==> src/rtl/pipe_hazard_ctrl.sv <==
// Pipeline-control sequencer for the 5-stage Y86-64 core: per-stage stall/bubble
// generation, memory-wait freeze with timeout, halt latch and saturating counters.

module pipe_hazard_sat_cnt #(
    parameter int W = 32
) (
    input  logic         clk,
    input  logic         rst,
    input  logic         inc,
    output logic [W-1:0] cnt
);
    always_ff @(posedge clk or posedge rst) begin
        if (rst)
            cnt <= '0;
        else if (inc && (cnt != '1))
            cnt <= cnt + W'(1);
    end
endmodule

module pipe_hazard_ctrl #(
    parameter int CNT_W       = 32,
    parameter int MEM_TIMEOUT = 255,
    parameter int TO_W        = 8
) (
    input  logic             clk_i,
    input  logic             rst_i,
    input  logic [3:0]       D_icode_i,
    input  logic [3:0]       d_srcA_i,
    input  logic [3:0]       d_srcB_i,
    input  logic [3:0]       E_icode_i,
    input  logic [3:0]       E_dstM_i,
    input  logic             e_Cnd_i,
    input  logic [3:0]       M_icode_i,
    input  logic [2:0]       m_stat_i,
    input  logic [2:0]       W_stat_i,
    input  logic             m_mem_req_i,
    input  logic             dmem_ready_i,
    output logic             F_stall_o,
    output logic             D_stall_o,
    output logic             E_stall_o,
    output logic             M_stall_o,
    output logic             W_stall_o,
    output logic             D_bubble_o,
    output logic             E_bubble_o,
    output logic             M_bubble_o,
    output logic             W_bubble_o,
    output logic [1:0]       state_o,
    output logic             halted_o,
    output logic             mem_err_o,
    output logic [CNT_W-1:0] stall_cnt_o,
    output logic [CNT_W-1:0] bubble_cnt_o
);
    localparam logic [3:0] IJXX    = 4'h7;
    localparam logic [3:0] IRET    = 4'h9;
    localparam logic [3:0] IMRMOVQ = 4'h5;
    localparam logic [3:0] IPOPQ   = 4'hB;
    localparam logic [3:0] RNONE   = 4'hF;
    localparam logic [2:0] SAOK    = 3'd1;
    localparam logic [TO_W-1:0] TO_MAX = TO_W'(MEM_TIMEOUT);

    typedef enum logic [1:0] {
        RUN      = 2'd0,
        MEM_WAIT = 2'd1,
        HALT     = 2'd2
    } state_t;

    state_t          state, state_nxt;
    logic [TO_W-1:0] wait_cnt, wait_nxt;
    logic            err_nxt;

    logic lu, ret, mp, mw, exc_m, exc_w;

    assign lu    = ((E_icode_i == IMRMOVQ) || (E_icode_i == IPOPQ)) && (E_dstM_i != RNONE)
                   && ((E_dstM_i == d_srcA_i) || (E_dstM_i == d_srcB_i));
    assign ret   = (D_icode_i == IRET) || (E_icode_i == IRET) || (M_icode_i == IRET);
    assign mp    = (E_icode_i == IJXX) && !e_Cnd_i;
    assign mw    = m_mem_req_i && !dmem_ready_i;
    assign exc_m = (m_stat_i != SAOK);
    assign exc_w = (W_stat_i != SAOK);

    // rst_i is folded in so the stage controls drop the moment reset asserts.
    always_comb begin
        F_stall_o  = 1'b0;
        D_stall_o  = 1'b0;
        E_stall_o  = 1'b0;
        M_stall_o  = 1'b0;
        W_stall_o  = 1'b0;
        D_bubble_o = 1'b0;
        E_bubble_o = 1'b0;
        M_bubble_o = 1'b0;
        W_bubble_o = 1'b0;
        if (rst_i) begin
            F_stall_o = 1'b0;
        end else if (state == HALT) begin
            F_stall_o = 1'b1;
            D_stall_o = 1'b1;
            E_stall_o = 1'b1;
            M_stall_o = 1'b1;
            W_stall_o = 1'b1;
        end else if (mw) begin
            F_stall_o  = 1'b1;
            D_stall_o  = 1'b1;
            E_stall_o  = 1'b1;
            M_stall_o  = 1'b1;
            W_bubble_o = 1'b1;
        end else begin
            F_stall_o  = lu | ret;
            D_stall_o  = lu;
            D_bubble_o = mp | (!lu & ret);
            E_bubble_o = mp | lu;
            M_bubble_o = exc_m | exc_w;
            W_stall_o  = exc_w;
        end
    end

    // A write-back exception wins over every other transition.
    always_comb begin
        state_nxt = state;
        wait_nxt  = wait_cnt;
        err_nxt   = mem_err_o;
        case (state)
            RUN: begin
                if (exc_w) begin
                    state_nxt = HALT;
                end else if (mw) begin
                    state_nxt = MEM_WAIT;
                    wait_nxt  = '0;
                end
            end
            MEM_WAIT: begin
                if (exc_w) begin
                    state_nxt = HALT;
                end else if (!mw) begin
                    state_nxt = RUN;
                end else if (wait_cnt == TO_MAX) begin
                    state_nxt = HALT;
                    err_nxt   = 1'b1;
                end else begin
                    wait_nxt = wait_cnt + TO_W'(1);
                end
            end
            HALT:    state_nxt = HALT;
            default: state_nxt = RUN;
        endcase
    end

    always_ff @(posedge clk_i or posedge rst_i) begin
        if (rst_i) begin
            state     <= RUN;
            wait_cnt  <= '0;
            mem_err_o <= 1'b0;
        end else begin
            state     <= state_nxt;
            wait_cnt  <= wait_nxt;
            mem_err_o <= err_nxt;
        end
    end

    assign state_o  = state;
    assign halted_o = (state == HALT);

    // [0] stall counter, [1] bubble counter
    logic [1:0]            cnt_inc;
    logic [1:0][CNT_W-1:0] cnt_q;

    assign cnt_inc[0] = F_stall_o && (state != HALT);
    assign cnt_inc[1] = D_bubble_o || E_bubble_o;

    for (genvar g = 0; g < 2; g++) begin : g_cnt
        pipe_hazard_sat_cnt #(.W(CNT_W)) u_cnt (
            .clk (clk_i),
            .rst (rst_i),
            .inc (cnt_inc[g]),
            .cnt (cnt_q[g])
        );
    end

    assign stall_cnt_o  = cnt_q[0];
    assign bubble_cnt_o = cnt_q[1];
endmodule

==> config.mk <==
export PLATFORM = sky130hd
export DESIGN_NAME = pipe_hazard_ctrl
export DESIGN_NICKNAME = d
export VERILOG_FILES = /design/src/rtl/pipe_hazard_ctrl.sv
export SDC_FILE = /design/constraint.sdc
export NUM_CORES = 1
export LEC_CHECK = 0
export CAP_MARGIN = 20
export CORE_MARGIN = 2
export CORE_UTILIZATION = 40
export CTS_BUF_LIST = sky130_fd_sc_hd__clkbuf_8
export DETAILED_ROUTE_END_ITERATION = 7
export PLACE_DENSITY = 0.68
export SYNTH_ARGS = -nofsm -noshare
export SYNTH_HDL_FRONTEND = slang
export SYNTH_SLANG_ARGS = --single-unit
==> constraint.sdc <==
create_clock -name clk_i -period 6.8 [get_ports clk_i]
set_input_delay 1.02 -clock clk_i [delete_from_list [all_inputs] [get_ports clk_i]]
set_output_delay 1.02 -clock clk_i [all_outputs]
set_load 0.1 [all_outputs]
==> impl_metrics.ini, run 1 <==
[outcome]
status = complete, no violations

[layout]
drive_gt1_frac = 0.0710
fillerInstances = 849
final_util = 0.563
antenna_cells = 0
final_nets = 554
area.growth.synth_to_final_pct = 35.0

[floorplanning]
rows = 36
die_height_um = 105
io_pins = 112
dieArea_um2 = 11100
core_um2 = 9860
start_util = 0.417
die_x_um = 105

[timing]
tightest_slew_ns = 1.01
max_slew_margin = 0.325
timing.final.crit_period_ns = 5.04
grt_setup_unrepaired = false
maxSlewViolCount = 0
setup_viol = 0
finClkSkew_ns = 0.00853
fin_crit_sh = 0.742
hold_viol = 0
setup_tns_ns = 0
max_freq_mhz = 198

[detailed_routing]
drtIter0Drc = 111
ant_nets = 0
drc = 0
vias_per_cell = 5.39
detail_route.wirelength_um = 10400
vias = 3528
wire_per_inst_um = 15.9
dr.pass1.iters = 4

[synth]
syn_inst = 407
yosys_warnings = 0
ys_seq_elements = 75
synth.net_count = 445
netlist_area_um2 = 4110
synth_flop_cell = dfrtp_1
async_flop_share = 1.00
avgSynthCellArea_um2 = 10.1
synth_edf_count = 0
synth_cell_types = 48
yosysSeqAreaShare = 0.457

[clock_network]
cts_hold_buf = 0
postCtsSetupRepairBufs = 0
cts_resized = 0
clock_latency_ns = 0.35
cts-root-buf = clkbuf_8
htree_levels = 3
cts_sinks = 75
tritoncts = yes
clockBufferDepth = 2
cts_buffers = 9
clk_pin_slew_ns = 0.07

[grt]
grt.total_usage = 0.192
grt-ovfl-total = 0
grt_max_degree = 77
grt_pass1_vias = 3464
grt_pass1_wl_um = 17300
antenna_found_initial = 0

[power_and_ir_drop]
leakage_nw = 2.43
powerDensity_nw_per_um2 = 188
ir_worst_vdd_v = 0.000192

[critical_path]
end_kind = primary output
worstPathArrival_ns = 4.02
crit_required_ns = 5.78
critPathLaunchType = input pin
critical_path_class = input pin to primary output
path_max_fanout = 76

[place]
numPortBuffers = 111
place_hpwl_um = 7590
finalWeightedCongestion = 0.836

[flow_run]
drv_cap = 0

[min_path]
hold_class = flop to flop
==> sequential cells by signal, indices dropped and copies added (netlist names) <==
name and count:
wait_cnt 8, mem_err_o 1, g_cnt.u_cnt.cnt 64, state_o 2
==> stage by stage <==
| step | hold slack [ns] | power [mW] | std cells | setup WS [ns] | area (um^2) |
|---|---|---|---|---|---|
| 2_1_floorplan | 0.514 | 0.585 | 407 | 1.18 | 4110 |
| 3_3_place_gp | 0.467 | 0.635 | 638 | 1.70 | 5310 |
| 3_5_place_dp | 0.481 | 0.636 | 638 | 1.66 | 5310 |
| 4_1_cts | 0.498 | 1.05 | 654 | 1.66 | 5550 |
| 5_1_grt | 0.516 | 1.08 | 654 | 1.48 | 5550 |
| 6_report | 0.499 | 1.04 | 654 | 1.76 | 5550 |
==> Yosys cell counts, drive strengths merged (4+ instances only) <==
master / instances / area share
nor3: 22 / 0.027
xor2: 46 / 0.098
xnor2: 28 / 0.060
nor2: 27 / 0.025
or3: 7 / 0.011
o21ai: 4 / 0.0049
and4: 8 / 0.017
and3: 13 / 0.020
buf: 10 / 0.017
inv: 6 / 0.0055
clkbuf: 4 / 0.0037
and2: 6 / 0.0091
nor4: 20 / 0.039
nand2: 22 / 0.020
a21oi: 9 / 0.014
nand4: 28 / 0.048
nand3: 38 / 0.048
dfrtp: 75 / 0.46
==> power by group <==
part / internal (mW) / leakage, nW / switching (mW)
Sequential: 0.452 / 1.02 / 0.00861
Combinational: 0.0470 / 1.28 / 0.120
Clock: 0.251 / 0.127 / 0.163
Total: 0.750 / 2.43 / 0.291
==> layout by cell type, fill, tap and decap left out, types with 3 or more instances in the layout <==
cell	Yosys	routed
a21oi_1	8	8
and2_1	5	5
ha_1	3	3
o21ai_0	4	4
nand3_1	37	37
nor2_1	27	27
clkdlybuf4s50_1	0	111
nor4_2	3	3
and3_1	13	13
nor4bb_1	3	3
bufinv_16	0	3
nand2b_1	3	3
nor4_1	16	16
mux2_2	3	3
dfrtp_1	75	75
inv_1	6	6
or3_1	7	7
and4_1	8	8
nand2_1	22	22
nand4_1	26	26
xnor2_1	28	28
clkbuf_8	0	10
nor3_1	22	22
xor2_1	46	46
==> layout make-up <==
cell class,instances,area (um^2),share of cell area
timing repair buffer,112,1120,0.202
sequential,75,1880,0.338
inverter,6,22.5,0.00406
tap,133,166,0.0300
clock buffer,10,138,0.0248
clock inverter,6,104,0.0187
multi-input combinational,312,2120,0.383
==> routing by layer <==
metal  vias up  routed length, um  GRT usage
li1       1698                  -          -
met1      1716               4920      0.265
met2        95               4800      0.302
met3        19                511     0.0427
met4         0                148     0.0552
met5         -                  0          0
==> critical path: stages <==
cell and delay, ns:
clkdlybuf4s50_1 0.52, inv_2 0.09, buf_4 0.71, nand2_1 0.34, nor2_1 0.17, clkdlybuf4s50_1 1.17
==> cells by family (layout without fill, tap and decap cells) <==
logic type,after synthesis,in the layout,share of synthesized area
buffers and inverters,20,134,0.0265
DFF,75,75,0.457
xor gates and xnor gates,74,74,0.158
muxes,3,3,0.00822
and+or+nand+nor,213,213,0.309
AOI/OAI and AO/OA,19,19,0.0326
adders and majority gates,3,3,0.00914
==> path summary, 6_finish.rpt <==
| check | slack, ns | endpoint | from | cells after the start |
|---|---|---|---|---|
| min in group asynchronous | 1.43 | g_cnt[0].u_cnt.cnt[28] | rst_i | 3 |
| worst min register to register | 0.50 | g_cnt[0].u_cnt.cnt[10] | g_cnt[0].u_cnt.cnt[10] | 1 |
| worst max-delay path | 1.76 | W_bubble_o | rst_i | 6 |
| worst min-delay path | 0.50 | g_cnt[0].u_cnt.cnt[10] | g_cnt[0].u_cnt.cnt[10] | 1 |
| worst max register to register | 3.82 | g_cnt[1].u_cnt.cnt[1] | g_cnt[1].u_cnt.cnt[6] | 6 |
| max in group asynchronous | 4.73 | wait_cnt[2] | rst_i | 3 |
No activity file was read; power rests on OpenSTA's default activity.
==> run 2: changes to the inputs <==
PLACE_DENSITY = 0.71   (was 0.68)
clock period = 4.6 ns   (was 6.8 ns; I/O delays follow)
==> run 2 against run 1 <==
Setup slack lost 0.59 ns. First-iteration DRC count grew 27%. Global-route usage grew 0.32 points. Die area is the same. Final area shrank 0.56%. Worst hold slack lost 0.0039 ns. Sequential power grew 48%. Routed wire length grew 0.85%. Sequential share of layout area grew 0.19 points. Cell count grew 0.15%. Via count grew 0.74%. Non-clock buffer count grew 1. Critical path type unchanged. Largest cell class unchanged.
==> impl_metrics.ini, run 2 (synthesized netlist as in run 1, its figures left out) <==
[layout]
layout_common_cells = 103 x clkdlybuf4s50_1, 75 x dfrtp_1, 46 x xor2_1
final_common_cell = clkdlybuf4s50_1
largest_register_ffs = 64
final_cells = 655
regMostFlops = g_cnt.u_cnt.cnt
area.growth.synth_to_final_pct = 34.3
final_nets = 555
drive_gt1_frac = 0.0881
final_util = 0.559
antenna_cells = 0
finalInstanceArea_um2 = 5520
fillerInstances = 852

[critical_path]
worstPathArrival_ns = 2.74
end_kind = primary output
path_max_fanout = 4
critPathLaunchType = input pin
crit_required_ns = 3.91
cp.buffers_inverters = 2
r2r-start = g_cnt[1].u_cnt.cnt[6]
slowest_stage = clkdlybuf4s50_1
critical_path_class = input pin to primary output
critPathLaunch = W_stat_i[0]
cp_cell_sequence = clkdlybuf4s50_1 -> or3b_1 -> a21oi_1 -> nor2_1 -> clkdlybuf4s50_1
path_delay_family = buffers and inverters
cpPeakStageDelay_ns = 0.97
cp_common_cell = clkdlybuf4s50_1

[power_and_ir_drop]
ir_worst_vdd_v = 0.000272
leakage_nw = 2.42
powerDensity_nw_per_um2 = 259
total_power_mw = 1.43

[floorplanning]
core_um2 = 9860
die_height_um = 105
start_util = 0.417
io_pins = 112
die_x_um = 105
rows = 36
dieArea_um2 = 11100

[timing]
timing.final.crit_period_ns = 3.43
setup_tns_ns = 0
maxSlewViolCount = 0
max_freq_mhz = 291
setup_viol = 0
fin_crit_sh = 0.747
max_slew_margin = 0.323
tightest_slew_ns = 1.01
worst_slack_ns = 1.17
holdWs_ns = 0.495
grt_setup_unrepaired = false
finClkSkew_ns = 0.0128
hold_viol = 0

[flow_run]
drv_cap = 0

[place]
pre_cts_slack_ns = 1.15
placed_cells = 639
place_hpwl_um = 7560
finalWeightedCongestion = 0.822
numPortBuffers = 111
dpl_cell_area_um2 = 5320

[clock_network]
tritoncts = yes
clock_latency_ns = 0.35
clockBufferDepth = 2
htree_levels = 3
cts_hold_buf = 0
clk_pin_slew_ns = 0.08
postCtsSetupRepairBufs = 0
cts_sinks = 75
cts_resized = 0
cts-root-buf = clkbuf_8
cts_buffers = 9

[detailed_routing]
drc = 0
detail_route.wirelength_um = 10500
drtIter0Drc = 141
dr.pass1.iters = 4
vias = 3554
ant_nets = 0
wire_per_inst_um = 16.0
vias_per_cell = 5.43

[grt]
grt.total_usage = 0.195
grt_pass1_vias = 3556
grt-ovfl-total = 0
antenna_found_initial = 0
grt_max_degree = 76
grt_pass1_wl_um = 17600

[min_path]
hold_path.startpoint = g_cnt[0].u_cnt.cnt[10]
hold_class = flop to flop

[outcome]
status = complete, no violations
## run 2: cell count changes in the layout (fill, tap and decap cells not counted)
cell / change
clkbuf_8: -1
bufinv_16: -2
clkinv_4: +3
clkdlybuf4s50_1: -8
buf_4: +7
buf_12: +2
inv_2: -1
clkinvlp_4: +1
## run 2: worst reg2reg max path: cells and delay by family, from the launching register on
kind | cells | cell delay (ns)
buffers and inverters | 1 | 0.26
flip-flops | 1 | 0.48
multiplexers | 1 | 0.35
AND/OR/NAND/NOR | 5 | 1.84
## run 2: power by group
group          switching, mW  leakage [nW]  internal, mW
registers             0.0118          1.02         0.668
clock network          0.253         0.104         0.250
logic                  0.178          1.30        0.0687
## run 2: worst paths after layout
| check | slack (ns) | end | cells after the start |
|---|---|---|---|
| worst max register to register | 1.55 | g_cnt[1].u_cnt.cnt[1] | 7 |
| min in group asynchronous | 1.19 | mem_err_o | 3 |
| worst min-delay path | 0.49 | g_cnt[0].u_cnt.cnt[10] | 1 |
| worst max-delay path | 1.17 | W_stall_o | 5 |
| max in group asynchronous | 2.79 | g_cnt[0].u_cnt.cnt[31] | 3 |
| worst min register to register | 0.49 | g_cnt[0].u_cnt.cnt[10] | 1 |
## run 2: metal layers
layer | up-vias | global-route usage | wire length (um)
li1 | 1694 | - | -
met2 | 101 | 0.317 | 5080
met4 | 0 | 0.0638 | 112
met5 | - | 0 | 0
met3 | 13 | 0.0346 | 521
met1 | 1746 | 0.263 | 4760
## run 2: final cells by class
cell class                 count  area, um^2  share of cell area
inverter                       6        26.3             0.00476
timing repair buffer         113        1130               0.205
sequential                    75        1880               0.340
clock inverter                 7        70.1              0.0127
multi-input combinational    312        2120               0.385
clock buffer                   9         124              0.0224
tap                          133         166              0.0302
==> run 3: changes to the inputs <==
PLACE_DENSITY = 0.68   (was 0.71)
clock period = 3.25 ns   (was 4.6 ns; I/O delays follow)
==> run 3 against run 2 <==
Sequential power is 42% higher. Sequential share of layout area hardly changed. Final area is essentially flat. Critical path type unchanged. Largest cell class unchanged. Global-route usage rose by 0.084 points. Register-to-register slack got worse by 0.76 ns. Highest routed layer unchanged. Setup slack lost 0.77 ns. Combinational power up 49%. Count of clock-buffer cells in the layout grew 1. First-iteration DRC count down 13%. Routed wire length increased by 1.4%. Core utilization about the same.
==> impl_metrics.ini, run 3 (synthesized netlist as in run 1, its figures left out) <==
[outcome]
status = complete, no violations

[timing]
maxSlewViolCount = 0
fin_crit_sh = 0.880
hold_viol = 0
max_freq_mhz = 350
finClkSkew_ns = 0.00960
worst_slack_ns = 0.391
timing.final.crit_period_ns = 2.86
grt_setup_unrepaired = false
tightest_slew_ns = 0.977
max_slew_margin = 0.346
setup_viol = 0

[grt]
grt-ovfl-total = 0
grt_pass1_wl_um = 17600
antenna_found_initial = 0
grt.total_usage = 0.196
grt_pass1_vias = 3485
grt_max_degree = 76

[clock_network]
cts_hold_buf = 0
postCtsSetupRepairBufs = 0
clock_latency_ns = 0.36
htree_levels = 3
cts_sinks = 75
clockBufferDepth = 2
cts_resized = 0
cts-root-buf = clkbuf_8
tritoncts = yes
cts_buffers = 9
clk_pin_slew_ns = 0.08

[layout]
fillerInstances = 880
final_cells = 658
area.growth.synth_to_final_pct = 34.4
final_nets = 558
layout_common_cells = 75 x dfrtp_1, 65 x buf_4, 46 x xor2_1
regMostFlops = g_cnt.u_cnt.cnt
final_common_cell = dfrtp_1
largest_register_ffs = 64
antenna_cells = 0
drive_gt1_frac = 0.221
finalInstanceArea_um2 = 5520

[power_and_ir_drop]
internal_power_mw = 1.51
power_switching_mw = 0.644
total_power_mw = 2.15
powerDensity_nw_per_um2 = 390
power_frac_clock = 0.381
swShare = 0.299
comb_power_share = 0.171
leakage_nw = 2.58
power_frac_seq = 0.448
ir_worst_vdd_v = 0.000439

[critical_path]
path_delay_family = buffers and inverters
cpPeakStageDelay_ns = 0.55
cp.buffers_inverters = 2
critical_path_class = input pin to primary output
end_kind = primary output
critPathLaunchType = input pin
cp_cell_sequence = clkdlybuf4s50_1 -> xor2_1 -> nor4_2 -> o2111ai_2 -> nand2_1 -> a21oi_1 -> buf_12
worstPathArrival_ns = 2.37
slowest_stage = clkdlybuf4s50_1
path_max_fanout = 9
crit_required_ns = 2.76

[place]
numPortBuffers = 111
placed_cells = 642
finalWeightedCongestion = 0.884
pre_cts_slack_ns = 0.211
place_hpwl_um = 7700
dpl_cell_area_um2 = 5300

[floorplanning]
io_pins = 112
rows = 36
core_um2 = 9860
start_util = 0.417
die_x_um = 105
dieArea_um2 = 11100
die_height_um = 105

[min_path]
hold_class = flop to flop

[detailed_routing]
detail_route.wirelength_um = 10600
vias_per_cell = 5.42
drc = 0
ant_nets = 0
vias = 3564
wire_per_inst_um = 16.1
drtIter0Drc = 122
dr.pass1.iters = 4

[flow_run]
drv_cap = 0
## run 3: per-layer routing
| metal | global-route usage | wire length (um) |
|---|---|---|
| met1 | 0.272 | 4860 |
| met2 | 0.308 | 5080 |
| met3 | 0.0470 | 550 |
| met4 | 0.0486 | 116 |
| met5 | 0 | 0 |
## run 3: path summary, 6_finish.rpt
path | start | end | slack (ns) | depth (start not counted)
hold / removal | mem_err_o | mem_err_o | 0.49 | 1
setup / recovery | E_dstM_i[0] | D_bubble_o | 0.39 | 7
setup reg to reg | g_cnt[0].u_cnt.cnt[3] | g_cnt[0].u_cnt.cnt[29] | 0.79 | 6
max in group asynchronous | rst_i | g_cnt[1].u_cnt.cnt[1] | 1.58 | 3
hold reg to reg | mem_err_o | mem_err_o | 0.49 | 1
min in group asynchronous | rst_i | state_o[1] | 1.07 | 3
## run 3: through the flow
stage / util / hold slack, ns / setup TNS [ns]
6_report: 0.560 / 0.492 / 0
5_1_grt: 0.560 / 0.519 / 0
4_1_cts: 0.560 / 0.496 / 0
3_5_place_dp: 0.537 / 0.479 / 0
3_3_place_gp: 0.537 / 0.467 / 0
2_1_floorplan: - / 0.514 / -1.17
## run 3: final cells by class
cell class	instances	area (um^2)	area share
repair buffers	116	1080	0.195
clock buffers	10	138	0.0249
flip-flops and latches	75	1880	0.340
inverters	6	30.0	0.00544
multi-input cells	312	2140	0.388
clock inverters	6	88.8	0.0161
well taps	133	166	0.0301
## run 3: power groups by stage
stage	logic [mW]	clock network, mW	registers [mW]
after global routing	0.387	0.877	0.965
after detailed placement	0.370	0	0.982
final	0.368	0.821	0.964
after global placement	0.367	0	0.980
after floorplan	0.153	0	1.08
after CTS	0.371	0.831	0.963
